File: src/rtl/l2_ptw_pkg.sv
// Shared widths, PTE bit positions and FSM encoding for the L2 page-table walker.
package l2_ptw_pkg;

    localparam int VPN_W   = 9;
    localparam int PPN_W   = 20;
    localparam int PADDR_W = 32;
    localparam int LEVELS  = 3;
    localparam int VA_W    = VPN_W * LEVELS;
    localparam int PTE_W   = 64;
    localparam int LVL_W   = 2;

    localparam int PTE_V      = 0;
    localparam int PTE_R      = 1;
    localparam int PTE_W_BIT  = 2;
    localparam int PTE_X      = 3;
    localparam int PTE_U      = 4;
    localparam int PTE_G      = 5;
    localparam int PTE_A      = 6;
    localparam int PTE_D      = 7;
    localparam int PTE_PPN_LO = 10;
    localparam int PTE_PPN_HI = 29;

    typedef enum logic [1:0] {
        S_READY = 2'd0,
        S_REQ   = 2'd1,
        S_WAIT  = 2'd2,
        S_DONE  = 2'd3
    } state_t;

    // Level 0 indexes the root table with vpn2, level 2 the last table with vpn0.
    function automatic logic [VPN_W-1:0] vpn_sel(input logic [VA_W-1:0] va,
                                                 input logic [LVL_W-1:0] level);
        case (level)
            2'd0:    vpn_sel = va[3*VPN_W-1:2*VPN_W];
            2'd1:    vpn_sel = va[2*VPN_W-1:VPN_W];
            default: vpn_sel = va[VPN_W-1:0];
        endcase
    endfunction

endpackage

File: src/rtl/l2_ptw_pte_check.sv
// Combinational PTE classifier: pointer to next table, leaf, or walk fault.
module l2_ptw_pte_check
    import l2_ptw_pkg::*;
(
    input  logic [PTE_W-1:0] pte,
    input  logic [LVL_W-1:0] level,
    input  logic             store,
    input  logic             err,
    output logic             is_pointer,
    output logic             is_leaf,
    output logic             fault
);

    logic             v, r, w, x, a, d;
    logic [PPN_W-1:0] ppn;
    logic             invalid;
    logic             leaf_bad;
    logic             unused_bits;

    assign unused_bits = ^{pte[PTE_W-1:PTE_PPN_HI+1], pte[PTE_PPN_LO-1:PTE_D+1],
                           pte[PTE_G], pte[PTE_U]};

    always_comb begin
        v   = pte[PTE_V];
        r   = pte[PTE_R];
        w   = pte[PTE_W_BIT];
        x   = pte[PTE_X];
        a   = pte[PTE_A];
        d   = pte[PTE_D];
        ppn = pte[PTE_PPN_HI:PTE_PPN_LO];

        invalid  = !v || (w && !r);
        // Superpage leaves must be naturally aligned to their page size.
        leaf_bad = !a || (store && !d)
                || ((level == 2'd0) && (ppn[17:0] != 18'd0))
                || ((level == 2'd1) && (ppn[8:0] != 9'd0));

        is_pointer = 1'b0;
        is_leaf    = 1'b0;
        fault      = 1'b0;

        if (err || invalid) begin
            fault = 1'b1;
        end else if (!r && !x) begin
            if (level < 2'd2) is_pointer = 1'b1;
            else              fault      = 1'b1;
        end else begin
            is_leaf = 1'b1;
            fault   = leaf_bad;
        end
    end

endmodule

File: src/rtl/l2_ptw_walker.sv
// Sv39 page-table walker: one request at a time, up to three PTE reads, one-cycle result pulse.
module l2_ptw_walker
    import l2_ptw_pkg::*;
(
    input  logic               clock,
    input  logic               reset,
    input  logic               io_req_valid,
    output logic               io_req_ready,
    input  logic [VA_W-1:0]    io_req_bits_addr,
    input  logic               io_req_bits_fetch,
    input  logic               io_req_bits_store,
    input  logic               io_req_bits_pum,
    input  logic               io_req_bits_mxr,
    input  logic [1:0]         io_req_bits_prv,
    input  logic [PPN_W-1:0]   io_ptbr_ppn,
    output logic               io_mem_req_valid,
    input  logic               io_mem_req_ready,
    output logic [PADDR_W-1:0] io_mem_req_bits_addr,
    input  logic               io_mem_resp_valid,
    input  logic [PTE_W-1:0]   io_mem_resp_bits_data,
    input  logic               io_mem_resp_bits_err,
    output logic               io_resp_valid,
    output logic [PPN_W-1:0]   io_resp_bits_ppn,
    output logic [7:0]         io_resp_bits_flags,
    output logic [LVL_W-1:0]   io_resp_bits_level,
    output logic               io_resp_bits_fault
);

    state_t           state, state_nxt;
    logic [VA_W-1:0]  r_addr;
    logic             r_store, r_fetch, r_pum, r_mxr;
    logic [1:0]       r_prv;
    logic [PPN_W-1:0] r_ppn;
    logic [LVL_W-1:0] r_level;
    logic [PPN_W-1:0] r_resp_ppn;
    logic [7:0]       r_resp_flags;
    logic [LVL_W-1:0] r_resp_level;
    logic             r_resp_fault;
    logic             is_pointer, is_leaf, pte_fault;
    logic             accept, pte_take;
    logic             unused_attr;

    // Attributes are kept for the TLB's benefit but never steer the walk.
    assign unused_attr = ^{r_fetch, r_pum, r_mxr, r_prv};

    l2_ptw_pte_check u_pte_check (
        .pte        (io_mem_resp_bits_data),
        .level      (r_level),
        .store      (r_store),
        .err        (io_mem_resp_bits_err),
        .is_pointer (is_pointer),
        .is_leaf    (is_leaf),
        .fault      (pte_fault)
    );

    // Handshakes: a transfer happens on a clock edge where valid && ready; the
    // walker holds mem_req valid/addr stable until ready, resp has no back-pressure,
    // and mem responses are only consumed in S_WAIT.
    assign accept   = (state == S_READY) && io_req_valid;
    assign pte_take = (state == S_WAIT) && io_mem_resp_valid;

    always_comb begin
        state_nxt            = state;
        io_req_ready         = 1'b0;
        io_mem_req_valid     = 1'b0;
        io_resp_valid        = 1'b0;
        io_mem_req_bits_addr = {r_ppn, vpn_sel(r_addr, r_level), 3'b000};
        case (state)
            S_READY: begin
                io_req_ready = 1'b1;
                if (io_req_valid) state_nxt = S_REQ;
            end
            S_REQ: begin
                io_mem_req_valid = 1'b1;
                if (io_mem_req_ready) state_nxt = S_WAIT;
            end
            S_WAIT: begin
                if (io_mem_resp_valid) state_nxt = is_pointer ? S_REQ : S_DONE;
            end
            S_DONE: begin
                io_resp_valid = 1'b1;
                state_nxt     = S_READY;
            end
            default: state_nxt = S_READY;
        endcase
    end

    always_ff @(posedge clock) begin
        if (reset) begin
            state        <= S_READY;
            r_addr       <= '0;
            r_store      <= 1'b0;
            r_fetch      <= 1'b0;
            r_pum        <= 1'b0;
            r_mxr        <= 1'b0;
            r_prv        <= '0;
            r_ppn        <= '0;
            r_level      <= '0;
            r_resp_ppn   <= '0;
            r_resp_flags <= '0;
            r_resp_level <= '0;
            r_resp_fault <= 1'b0;
        end else begin
            state <= state_nxt;
            if (accept) begin
                r_addr  <= io_req_bits_addr;
                r_store <= io_req_bits_store;
                r_fetch <= io_req_bits_fetch;
                r_pum   <= io_req_bits_pum;
                r_mxr   <= io_req_bits_mxr;
                r_prv   <= io_req_bits_prv;
                r_ppn   <= io_ptbr_ppn;
                r_level <= '0;
            end
            if (pte_take) begin
                if (is_pointer) begin
                    r_ppn   <= io_mem_resp_bits_data[PTE_PPN_HI:PTE_PPN_LO];
                    r_level <= r_level + 2'd1;
                end else begin
                    // A bus error carries no trustworthy PTE, so report zeros.
                    r_resp_ppn   <= io_mem_resp_bits_err ? '0
                                  : io_mem_resp_bits_data[PTE_PPN_HI:PTE_PPN_LO];
                    r_resp_flags <= io_mem_resp_bits_err ? '0 : io_mem_resp_bits_data[7:0];
                    r_resp_level <= r_level;
                    r_resp_fault <= pte_fault || !is_leaf;
                end
            end
        end
    end

    assign io_resp_bits_ppn   = r_resp_ppn;
    assign io_resp_bits_flags = r_resp_flags;
    assign io_resp_bits_level = r_resp_level;
    assign io_resp_bits_fault = r_resp_fault;

endmodule

File: config.mk
export PLATFORM = sky130hd
export DESIGN_NAME = l2_ptw_walker
export DESIGN_NICKNAME = d
export VERILOG_FILES = /design/src/rtl/l2_ptw_pkg.sv /design/src/rtl/l2_ptw_pte_check.sv /design/src/rtl/l2_ptw_walker.sv
export SDC_FILE = /design/constraint.sdc
export NUM_CORES = 1
export LEC_CHECK = 0
export ABC_AREA = 1
export BUFFER_PORTS_ARGS = -buffer_cell sky130_fd_sc_hd__buf_2
export CAP_MARGIN = 20
export CORE_ASPECT_RATIO = 1.1
export CORE_MARGIN = 10
export CORE_UTILIZATION = 49
export DETAILED_ROUTE_END_ITERATION = 16
export GPL_ROUTABILITY_DRIVEN = 0
export HOLD_SLACK_MARGIN = 0.06
export PLACE_DENSITY = 0.91
export SYNTH_ARGS = -nofsm -noshare
export SYNTH_HDL_FRONTEND = slang
export SYNTH_SLANG_ARGS = --single-unit
export TNS_END_PERCENT = 50
File: constraint.sdc
create_clock -name clock -period 2.1 [get_ports clock]
set_input_delay 0 -clock clock [delete_from_list [all_inputs] [get_ports clock]]
set_output_delay 0 -clock clock [all_outputs]
set_load 0.05 [all_outputs]
==> results by group, run 1 <==
Run status
  – Status: complete, no violations

Pwr
  – Pleak: 2.65 nW
  – Switching power: 2.08 mW
  – Power Density: 963 mW/mm^2
  – Switching fraction of total power: 0.403
  – Worst IR Drop VDD: between 0.0005 and 0.0006 V
  – Clock power share: 0.251
  – Register share of total power: 0.380
  – Pint: slightly above 3 mW
  – Logic pwr share: 0.369

Critical path
  – Reg-to-Reg End: io_resp_bits_ppn[16]
  – R2r startpoint: state[1]
  – R2r setup slk: 0.26 ns
  – Worst path required time: 2.10 ns
  – Critical Path Start Type: flop
  – Worst Path Max Fanout: 12
  – CP arrival: between 1.5 and 2 ns
  – FF-to-FF path depth: 8
  – Critical path class: flop to primary output
  – Critical Path Sink Type: primary output

Finish
  – Commonest non-fill, non-tap cell in the layout: nor2_1
  – Seq. cell area: roughly 0.0017 mm^2
  – Fill cell count: ~540
  – Multi-input logic area: 0.00173 mm^2
  – Layout cells sized above 1: 0.234
  – Final nets: approximately 870
  – Most frequent cells in the layout: nor2_1 (154), buf_2 (144), nand2_1 (142)
  – P&R area growth vs syn: 46.5%

Routing
  – TritonRoute pass-1 iters: 5
  – Wire per inst: 16.6 um
  – Routed WL: 14000 um
  – Via density: 5.33
  – Post-route ant nets: 0
  – DRC Markers: 0
  – Drt initial violations: around 230
  – Via Count: 4486

Timing
  – TNS Setup: 0 ns
  – Setup-failing EPs final: 0
  – Max-slew violations: 0
  – RSZ-0062 raised after global routing: false
  – Hold WS: 0.0779 ns
  – Period utilization: 0.915
  – Post-layout min period: 1.92 ns
  – Worst slew margin: 0.580
  – Skew final: 0.0122 ns
  – Final Hold Viols: 0
  – Worst-margin pin slew: between 0.6 and 0.7 ns
  – Max Freq: 521 MHz

Global routing
  – Met3 Resource Use GR: 0.0779
  – Total grt overflow: 0
  – Total GRT Usage: 0.239
  – Initial antenna violation count: 2
  – Grt met2 use: 0.399
  – Vias in the first global route: 4449
  – Global-route wire length before repair: 21900 um
  – GR peak layer: met2
  – Largest net degree at the start of global routing: 51
  – Met1 GRT Util: 0.251

CTS
  – Clk sinks: a little over 80
  – Skew-Pair Late Insertion Delay: 0.35 ns
  – Post-CTS setup buffer count: 0
  – Clock-pin slew on the worst setup and hold paths: 0.08 ns
  – Root buffer cell: clkbuf_8
  – Maximum clock path buffer count: 2
  – TritonCTS clock tree: done
  – H-tree depth: 3
  – Num CTS Buffers: 9

Logic synthesis
  – Top-area cell type share of the netlist area: 0.453
  – Gate Count Post-Synth: about 540
  – Yosys top cell by area: dfxtp_1
  – Post-Syn Area: approximately 0.0037 mm^2
  – Top area cells in the synthesized netlist: dfxtp_1 (45%), nor2_1 (16%), nand2_1 (15%), o21ai_0 (8.6%), buf_4 (2.0%)
  – Synthesized area per cell: 6.76 um^2
  – Part of the Yosys area used for sequential elements: 0.453
  – Netlist cell types: 23
  – Yosys reg bits: 83
  – Ys Warns: 0

Floorplanning
  – Die area: 0.0114 mm^2
  – Die W: between 100 and 150 um
  – Placeable Area: 0.00739 mm^2
  – Starting Density: 0.497
  – Io pins: 189
  – Rows: 33
  – Die span in y: 111 um

Placement
  – Port Buffers: approximately 140
  – Final HPWL DP: 8570 um

Worst hold path
  – Hold Crit Endpoint: io_resp_bits_level[1]
  – Hold crit path type: input port to flop
  – Hold depth: 5
  – Hold path start: io_mem_resp_valid

Flow run
  – Max Cap Viol: 0
## registers in the layout, indices dropped and copies added, names as in the netlist
name                count
io_resp_bits_level      2
state                   2
io_resp_bits_flags      8
r_level                 2
io_resp_bits_fault      1
r_store                 1
r_addr                 27
io_resp_bits_ppn       20
r_ppn                  20
## worst max-delay path: stages (launching register included)
cell     delay (ns)
dfxtp_1        0.35
inv_1          0.09
ha_2           0.38
nor2_1         0.07
buf_4          0.19
a22oi_1        0.20
nand2_1        0.07
buf_2          0.22
## cell type report
| type | count | share of cell area |
|---|---|---|
| Clock buffer | 10 | 0.0256 |
| Tap cell | 87 | 0.0202 |
| Timing Repair Buffer | 228 | 0.291 |
| Antenna cell | 2 | 0.000931 |
| Sequential cell | 83 | 0.309 |
| Inverter | 21 | 0.0149 |
| Multi-Input combinational cell | 406 | 0.322 |
| Clock inverter | 5 | 0.0161 |
## kinds of logic after synthesis
group | after synthesis | synth area share
flip-flops | 83 | 0.453
AO/OA/AOI/OAI | 93 | 0.135
other | 1 | 0.00102
adder cells (fa/ha/maj) | 2 | 0.00682
buffers and inverters | 56 | 0.0774
AND/OR/NAND/NOR | 308 | 0.327
## cells in the mapped netlist
library cell    n
o21a_1          1
inv_1          17
nor2_1        154
nor2_4          1
nand2_1       142
a211oi_1        1
buf_2           4
conb_1          1
buf_6           4
clkinv_2        1
nor3_4          1
inv_2           3
a22oi_1         9
clkbuf_1       17
ha_1            2
buf_4          10
o22ai_1         1
o21ai_1        12
dfxtp_1        83
o21ai_0        63
nand3_1         9
nand3_4         1
a21oi_1         6
## power groups by stage
stage / logic [mW] / registers, mW / clock network (mW)
after global routing: 2.05 / 1.99 / 1.38
final: 1.91 / 1.97 / 1.30
after detailed placement: 1.76 / 1.99 / 0
after global placement: 1.71 / 1.97 / 0
after CTS: 1.88 / 1.96 / 1.31
after floorplan: 0.905 / 2.42 / 0
## repair_timing
item,CTS,global route
setup endpoints to repair,0,9
endpoints found under the hold margin,72,0
hold buffers,75,0
resized for setup,0,1
## worst max-delay path by stage
stage / to / from
after floorplan: r_addr[10] / state[0]
after global placement: io_resp_bits_ppn[5] / state[1]
after detailed placement: io_resp_bits_ppn[14] / state[1]
after CTS: io_mem_req_bits_addr[10] / r_level[1]
after global routing: io_mem_req_bits_addr[4] / r_level[1]
final: io_mem_req_bits_addr[4] / r_level[1]
## routing by layer
layer  vias to the layer above  wire length [um]
met5                         -                 0
met3                        69              1360
li1                       2113                 -
met1                      2029              4950
met2                       275              6900
met4                         0               761
## stage by stage
step                utilization  cells  worst slack (ns)  cell area, um^2  total power [mW]
floorplan                     -    545             0.147             3680              3.32
global route              0.728    842           0.00215             5380              5.42
global placement          0.595    750             0.376             4400              3.68
detailed placement        0.595    750             0.298             4400              3.75
CTS                       0.727    840            0.0573             5370              5.15
finish                    0.728    842             0.179             5380              5.18
Power figures use the tool's default switching activity.
==> run 2: changes to the inputs <==
--- a/config.mk
+++ b/config.mk
@@ -5,16 +5,15 @@
 export SDC_FILE = /design/constraint.sdc
 export NUM_CORES = 1
 export LEC_CHECK = 0
-export ABC_AREA = 1
 export BUFFER_PORTS_ARGS = -buffer_cell sky130_fd_sc_hd__buf_2
 export CAP_MARGIN = 20
 export CORE_ASPECT_RATIO = 1.1
 export CORE_MARGIN = 10
-export CORE_UTILIZATION = 49
+export CORE_UTILIZATION = 45
 export DETAILED_ROUTE_END_ITERATION = 16
 export GPL_ROUTABILITY_DRIVEN = 0
 export HOLD_SLACK_MARGIN = 0.06
-export PLACE_DENSITY = 0.91
+export PLACE_DENSITY = 0.85
 export SYNTH_ARGS = -nofsm -noshare
 export SYNTH_HDL_FRONTEND = slang
 export SYNTH_SLANG_ARGS = --single-unit
==> constraint.sdc (replaced) <==
create_clock -name clock -period 2.05 [get_ports clock]
set_input_delay 0 -clock clock [delete_from_list [all_inputs] [get_ports clock]]
set_output_delay 0 -clock clock [all_outputs]
set_load 0.05 [all_outputs]
==> run 2 against run 1 <==
Against the previous run: combinational power fell by 58%; synthesized cell count is 17% lower; via count fell by 8.1%; total power decreased by 31%; flip-flop and latch count unchanged; critical endpoint is now r_ppn[4]; largest cell class is now non-clock buffers; highest routed layer unchanged.
==> results by group, run 2 <==
Run status
  – Status: complete, no violations (unchanged)

CTS
  – TritonCTS clock tree: done (unchanged)
  – Skew-Pair Late Insertion Delay: 0.34 ns (was 0.35 ns)
  – Maximum clock path buffer count: 2 (unchanged)
  – Num CTS Buffers: 9 (unchanged)
  – Clock-pin slew on the worst setup and hold paths: 0.09 ns (was 0.08 ns)
  – Root buffer cell: clkbuf_8 (unchanged)
  – Clk sinks: 83 (unchanged)
  – H-tree depth: 3 (unchanged)

Timing
  – Max Freq: roughly 500 MHz
  – Max-slew violations: 0 (unchanged)
  – Final Hold Viols: 0 (unchanged)
  – Post-layout min period: 1.99 ns
  – Hold WS: 0.134 ns (was 0.0779 ns)
  – Setup-failing EPs final: 0 (unchanged)
  – Skew final: 0.0102 ns (was 0.0122 ns)
  – Worst slew margin: 0.622 (was 0.580)
  – Worst-margin pin slew: 0.567 ns (was 0.629 ns)
  – Period utilization: 0.969

Pwr
  – Pleak: 2.30 nW (was 2.65 nW)
  – Worst IR Drop VDD: 0.000418 V (was 0.000543 V)
  – Power Density: 672 mW/mm^2 (was 963 mW/mm^2)

Floorplanning
  – Die span in y: 112 um (was 111 um)
  – Starting Density: 0.466 (was 0.497)
  – Io pins: 189 (unchanged)
  – Rows: 33 (unchanged)
  – Die area: 0.0117 mm^2 (was 0.0114 mm^2)
  – Die W: 104 um (was 103 um)
  – Placeable Area: 0.00751 mm^2 (was 0.00739 mm^2)

Critical path
  – R2r setup slk: 0.13 ns (was 0.26 ns)
  – Reg-to-Reg End: r_ppn[4] (was io_resp_bits_ppn[16])
  – Max incr delay on CP: 0.58 ns (was 0.38 ns)
  – Worst Path Max Fanout: 41 (was 12)
  – Critical Path Sink Type: flop (was primary output)
  – Critical path class: input port to flop (was flop to primary output)
  – Crit-path cells: dlygate4sd3_1 > buf_2 > nor4_4 > nand3_2 > buf_12 > nor2_1 > a311oi_1 > dlygate4sd3_1 (was inv_1 > ha_2 > nor2_1 > buf_4 > a22oi_1 > nand2_1 > buf_2)
  – Most used cell, CP: dlygate4sd3_1
  – FF-to-FF path depth: 6 (was 8)
  – Crit path max-delay family: buffers and inverters (unchanged)
  – R2r startpoint: state[0] (was state[1])
  – Worst setup path endpoint: r_ppn[4] (was io_mem_req_bits_addr[4])
  – CP arrival: 2.22 ns (was 1.92 ns)
  – Critical Path Start Type: input port (was flop)
  – CP Launch Point: io_mem_resp_bits_data[2] (was r_level[1])
  – Sum of buffers and inverters on the critical path: 4 (was 3)
  – Worst path required time: 2.29 ns (was 2.10 ns)
  – Number of cells on the critical path: 8 (was 7)
  – Worst path slowest cell: dlygate4sd3_1 (was ha_2)

Global routing
  – Total grt overflow: 0 (unchanged)
  – Initial antenna violation count: 1 (was 2)
  – Total GRT Usage: 0.219 (was 0.239)
  – Global-route wire length before repair: 21400 um (was 21900 um)
  – Vias in the first global route: 4216 (was 4449)
  – Largest net degree at the start of global routing: 50 (was 51)

Logic synthesis
  – Yosys reg bits: 83 (unchanged)
  – Top-count cell post-synth: nand2_1 (was nor2_1)
  – Netlist cell types: 35 (was 23)
  – Yosys top cell by area: dfxtp_1 (unchanged)
  – Post-synthesis mux area share: 0.00286 (was 0)
  – Ys Warns: 0 (unchanged)
  – Post-synth top flop: dfxtp_1 (unchanged)
  – Gate Count Post-Synth: 450 (was 543)
  – Largest family of logic cells by synthesized area: simple AND/OR/NAND/NOR gates (unchanged)
  – Part of the Yosys area used for sequential elements: 0.475 (was 0.453)
  – Top area cells in the synthesized netlist: dfxtp_1 (47%), nand2_1 (16%), a21oi_1 (8.6%), nand3b_1 (5.8%), a311oi_1 (5.0%) (was dfxtp_1 (45%), nor2_1 (16%), nand2_1 (15%), o21ai_0 (8.6%), buf_4 (2.0%))
  – Post-synthesis xor/xnor area fraction: 0 (unchanged)
  – Top-area cell type share of the netlist area: 0.475 (was 0.453)
  – Synthesized-area fraction occupied by and/or/nand/nor cells: 0.279 (was 0.327)
  – Synth cell count leaders: nand2_1 (146), dfxtp_1 (83), a21oi_1 (60) (was nor2_1 (154), nand2_1 (142), dfxtp_1 (83))
  – Post-Syn Area: 0.00350 mm^2 (was 0.00367 mm^2)
  – Synth Area in Compound Gates: 0.178 (was 0.135)
  – Post-Synth Adder-Cell Area: 0.00715 (was 0.00682)
  – Asr flop ratio synth: 0 (unchanged)
  – Synthesized area per cell: 7.77 um^2 (was 6.76 um^2)
  – EDFF count, synth: 0 (unchanged)

Routing
  – Drt initial violations: 314 (was 232)
  – Wire per inst: 17.1 um (was 16.6 um)
  – Via Count: 4123 (was 4486)
  – Routed WL: 13200 um (was 14000 um)
  – Post-route ant nets: 0 (unchanged)
  – DRC Markers: 0 (unchanged)
  – Via density: 5.35 (was 5.33)
  – TritonRoute pass-1 iters: 5 (unchanged)

Worst hold path
  – Hold crit path type: input port to flop (unchanged)
  – Hold depth: 2 (was 5)

Finish
  – P&R area growth vs syn: 52.8% (was 46.5%)
  – Largest Register: r_addr (unchanged)
  – Commonest non-fill, non-tap cell in the layout: nand2_1 (was nor2_1)
  – Final nets: 784 (was 874)
  – Max reg flops: 27 (unchanged)
  – Final core occ: 0.711 (was 0.728)
  – Layout cells sized above 1: 0.271 (was 0.234)
  – Most frequent cells in the layout: nand2_1 (145), buf_2 (135), dlygate4sd3_1 (81), dfxtp_1 (81), a21oi_1 (60) (was nor2_1 (154), buf_2 (144), nand2_1 (142))

Placement
  – Final HPWL DP: 8010 um (was 8570 um)
  – Port Buffers: 144 (unchanged)

Flow run
  – Max Cap Viol: 0 (unchanged)
## run 2: cell count changes after synthesis, sizes merged, moves of 2 or more
cell,change
nor2b,+2
inv,-15
nand3,-8
a22oi,+2
nor4,+5
clkbuf,+5
nor2,-124
a311oi,+20
nand2,+4
a21oi,+55
nand3b,+27
o21ai,-74
## run 2: repair_timing
item,CTS,global route
pin swaps,0,1
hold buffers,81,0
cloned,0,0
hold endpoints to repair,78,0
setup endpoints to repair,4,11
gates resized for setup,1,16
buffers inserted,0,0
## run 2: worst reg2reg max path, stage by stage (launching register included)
cell and delay, ns:
dfxtp_4 0.40, and3b_2 0.27, nand3_2 0.11, buf_12 0.21, nor2_1 0.08, a311oi_1 0.22
dlygate4sd3_1 0.58
## run 2: metrics by stage
stage / setup WS (ns) / setup TNS [ns] / cells / power [mW] / area, um^2
after global placement: 0.345 / 0 / 672 / 2.40 / 4310
final: 0.0643 / 0 / 770 / 3.59 / 5350
after global routing: -0.0206 / -0.0206 / 770 / 3.76 / 5350
after CTS: 0.0259 / 0 / 769 / 3.58 / 5300
after detailed placement: 0.257 / 0 / 672 / 2.41 / 4310
after floorplan: 0.0649 / 0 / 452 / 2.19 / 3510
## run 2: worst min path at each step
| stage | slack [ns] | startpoint | endpoint |
|---|---|---|---|
| global placement | 0.24 | io_req_bits_addr[4] | r_addr[4] |
| CTS | 0.12 | reset | r_level[1] |
| finish | 0.13 | reset | r_level[1] |
| floorplan | 0.14 | io_req_bits_addr[0] | r_addr[0] |
| detailed placement | 0.25 | io_req_bits_addr[16] | r_addr[16] |
| global route | 0.14 | reset | r_level[1] |
## run 2: metal layers
layer,vias up,wire length [um],track usage
met1,1925,5150,0.248
met4,0,263,0.0771
met5,-,0,0
met2,231,6520,0.382
li1,1939,-,-
met3,28,1270,0.0664
## run 2: where the power goes
part,total (mW),internal (mW),switching (mW)
Combinational,0.793,0.308,0.485
Clock,1.06,0.451,0.611
Sequential,1.74,1.69,0.0471
## run 2: cell families after synthesis
family	after synthesis
AOI/OAI and AO/OA	99
buffers and inverters	44
other	1
and+or+nand+nor	220
adders and majority gates	2
muxes	1
DFF	83
## run 2: layout make-up
cell class,count,area [um^2]
Clock buffer,10,128
Fill cell,561,2170
Sequential cell,83,1670
Clock inverter,6,48.8
Timing Repair Buffer,235,1680
Inverter,5,18.8
Tap cell,105,131
Multi-Input combinational cell,325,1670
Antenna cell,1,2.50
==> run 3: changes to the inputs <==
--- a/config.mk
+++ b/config.mk
@@ -9,11 +9,11 @@
 export CAP_MARGIN = 20
 export CORE_ASPECT_RATIO = 1.1
 export CORE_MARGIN = 10
-export CORE_UTILIZATION = 45
+export CORE_UTILIZATION = 25
 export DETAILED_ROUTE_END_ITERATION = 16
 export GPL_ROUTABILITY_DRIVEN = 0
 export HOLD_SLACK_MARGIN = 0.06
-export PLACE_DENSITY = 0.85
+export PLACE_DENSITY = 0.55
 export SYNTH_ARGS = -nofsm -noshare
 export SYNTH_HDL_FRONTEND = slang
 export SYNTH_SLANG_ARGS = --single-unit
==> run 3 against run 2 <==
Against the previous run: clock skew shrank 0.0065 ns; global-route usage down 8.5 points; worst hold slack worse by 0.025 ns; via count decreased by 6.6%; highest routed layer unchanged.
==> results by group, run 3 (synthesized netlist as in run 2, its figures left out) <==
Run status
  – Status: complete, no violations (unchanged)

Critical path
  – Most used cell, CP: nand2_1 (was dlygate4sd3_1)
  – R2r setup slk: 0.13 ns (about the same)
  – Critical Path Start Type: flop (was input port)
  – CP Launch Point: r_level[1] (was io_mem_resp_bits_data[2])
  – Worst Path Max Fanout: 11 (was 41)
  – Critical Path Sink Type: primary output (was flop)
  – Worst path slowest cell: dfxtp_1 (was dlygate4sd3_1)
  – CP arrival: 1.93 ns (was 2.22 ns)
  – Critical path class: flop to primary output (was input port to flop)
  – Max incr delay on CP: 0.41 ns (was 0.58 ns)
  – Worst path required time: 2.05 ns (was 2.29 ns)
  – Reg-to-Reg End: state[0] (was r_ppn[4])
  – R2r startpoint: state[1] (was state[0])
  – FF-to-FF path depth: 5 (was 6)
  – Crit-path cells: inv_1 > ha_2 > nor2_1 > buf_4 > nand2_1 > nand2_1 > buf_2 (was dlygate4sd3_1 > buf_2 > nor4_4 > nand3_2 > buf_12 > nor2_1 > a311oi_1 > dlygate4sd3_1)

Pwr
  – Pleak: 2.35 nW (was 2.30 nW)
  – Total power: 4.12 mW (was 3.59 mW)
  – Power Density: 746 mW/mm^2 (was 672 mW/mm^2)
  – Worst IR Drop VDD: 0.000296 V (was 0.000418 V)

Finish
  – Largest Register: r_addr (unchanged)
  – Most frequent cells in the layout: nand2_1 (145), buf_2 (137), dfxtp_1 (82) (was nand2_1 (145), buf_2 (135), dlygate4sd3_1 (81), dfxtp_1 (81), a21oi_1 (60))
  – Final core occ: 0.402 (was 0.711)
  – N_diodes: 0 (was 1)
  – Max reg flops: 27 (unchanged)
  – P&R area growth vs syn: 57.7% (was 52.8%)
  – Final nets: 784 (unchanged)
  – Commonest non-fill, non-tap cell in the layout: nand2_1 (unchanged)
  – Layout cells sized above 1: 0.262 (was 0.271)

CTS
  – Maximum clock path buffer count: 2 (unchanged)
  – Clock-pin slew on the worst setup and hold paths: 0.06 ns (was 0.09 ns)
  – Num CTS Buffers: 9 (unchanged)
  – Skew-Pair Late Insertion Delay: 0.34 ns (about the same)
  – Root buffer cell: clkbuf_16 (was clkbuf_8)
  – TritonCTS clock tree: done (unchanged)
  – Clk sinks: 83 (unchanged)
  – H-tree depth: 3 (unchanged)

Routing
  – Routed WL: 12800 um (was 13200 um)
  – Via density: 4.52 (was 5.35)
  – Post-route ant nets: 0 (unchanged)
  – Met3 WL: 1000 um (was 1270 um)
  – Via Count: 3852 (was 4123)
  – Top routing layer in use: met4 (unchanged)
  – M1 WL: 5610 um (was 5150 um)
  – Wire per inst: 15.1 um (was 17.1 um)
  – DRC Markers: 0 (unchanged)
  – TritonRoute pass-1 iters: 7 (was 5)
  – Metal2 WL: 6030 um (was 6520 um)
  – Drt initial violations: 192 (was 314)

Placement
  – Worst slack, placed: 0.253 ns (was 0.257 ns)
  – Port Buffers: 144 (unchanged)
  – Final HPWL DP: 8780 um (was 8010 um)

Timing
  – Post-route setup slack: 0.120 ns (was 0.0643 ns)
  – Worst-margin pin slew: 0.736 ns (was 0.567 ns)
  – Worst slew margin: 0.509 (was 0.622)
  – Skew final: 0.00373 ns (was 0.0102 ns)
  – Final Hold Viols: 0 (unchanged)
  – TNS Setup: 0 ns (unchanged)
  – Max Freq: 518 MHz (was 504 MHz)
  – Setup-failing EPs final: 0 (unchanged)
  – Max-slew violations: 0 (unchanged)
  – Post-layout min period: 1.93 ns (was 1.99 ns)
  – Period utilization: 0.941 (was 0.969)

Global routing
  – Vias in the first global route: 3985 (was 4216)
  – Total GRT Usage: 0.134 (was 0.219)
  – Initial antenna violation count: 0 (was 1)
  – Total grt overflow: 0 (unchanged)
  – Global-route wire length before repair: 20600 um (was 21400 um)
  – Largest net degree at the start of global routing: 62 (was 50)

Floorplanning
  – Die area: 0.0191 mm^2 (was 0.0117 mm^2)
  – Starting Density: 0.255 (was 0.466)
  – Rows: 45 (was 33)
  – Placeable Area: 0.0137 mm^2 (was 0.00751 mm^2)
  – Die span in y: 144 um (was 112 um)
  – Die W: 133 um (was 104 um)
  – Io pins: 189 (unchanged)

Worst hold path
  – Hold depth: 2 (unchanged)
  – Hold crit path type: input port to flop (unchanged)
  – Hold Crit Endpoint: io_resp_bits_ppn[10] (was r_level[1])
  – Hold path start: reset (unchanged)

Flow run
  – Max Cap Viol: 0 (unchanged)
[run 3: repair_timing]
action,CTS,global route
hold endpoints to repair,78,0
resized for setup,1,8
endpoints found under the setup margin,9,8
hold buffers,80,0
buffers inserted,0,0
[run 3: worst max-delay path by stage]
| stage | to | slack [ns] |
|---|---|---|
| floorplan | r_addr[20] | 0.06 |
| global placement | io_resp_bits_fault | 0.27 |
| detailed placement | io_resp_bits_fault | 0.25 |
| CTS | io_mem_req_bits_addr[4] | 0.07 |
| global route | io_mem_req_bits_addr[3] | -0.0004 |
| finish | io_mem_req_bits_addr[7] | 0.12 |
[run 3: routing by layer]
layer  GRT usage  vias to the layer above
met4      0.0504                        0
li1            -                     1939
met5           0                        -
met2       0.222                      135
met1       0.156                     1764
met3      0.0465                       14
[run 3: critical path, delay by kind of cell (launching register included)]
family	cells	cell delay, ns
AND/OR/NAND/NOR	3	0.34
buffers and inverters	3	0.57
adder cells (fa/ha/maj)	1	0.27
flip-flops	1	0.41
[run 3: cell type report]
class | instances | area (um^2)
repair buffers | 235 | 1660
flip-flops and latches | 83 | 1660
inverters | 5 | 18.8
multi-input cells | 325 | 1650
clock buffers | 14 | 254
clock inverters | 2 | 35.0
well taps | 188 | 235
fillers | 1459 | 8220
[run 3: power breakdown]
group	switching, mW	internal [mW]
registers	0.0429	1.69
logic	0.473	0.303
clock network	0.629	0.977
[run 3: stage by stage]
step           cells  hold WS [ns]  instance area (um^2)
2_1_floorplan    452         0.136                  3510
4_1_cts          852        0.0969                  5500
3_3_place_gp     756         0.244                  4410
6_report         852         0.109                  5520
3_5_place_dp     756         0.249                  4410
5_1_grt          852         0.130                  5520
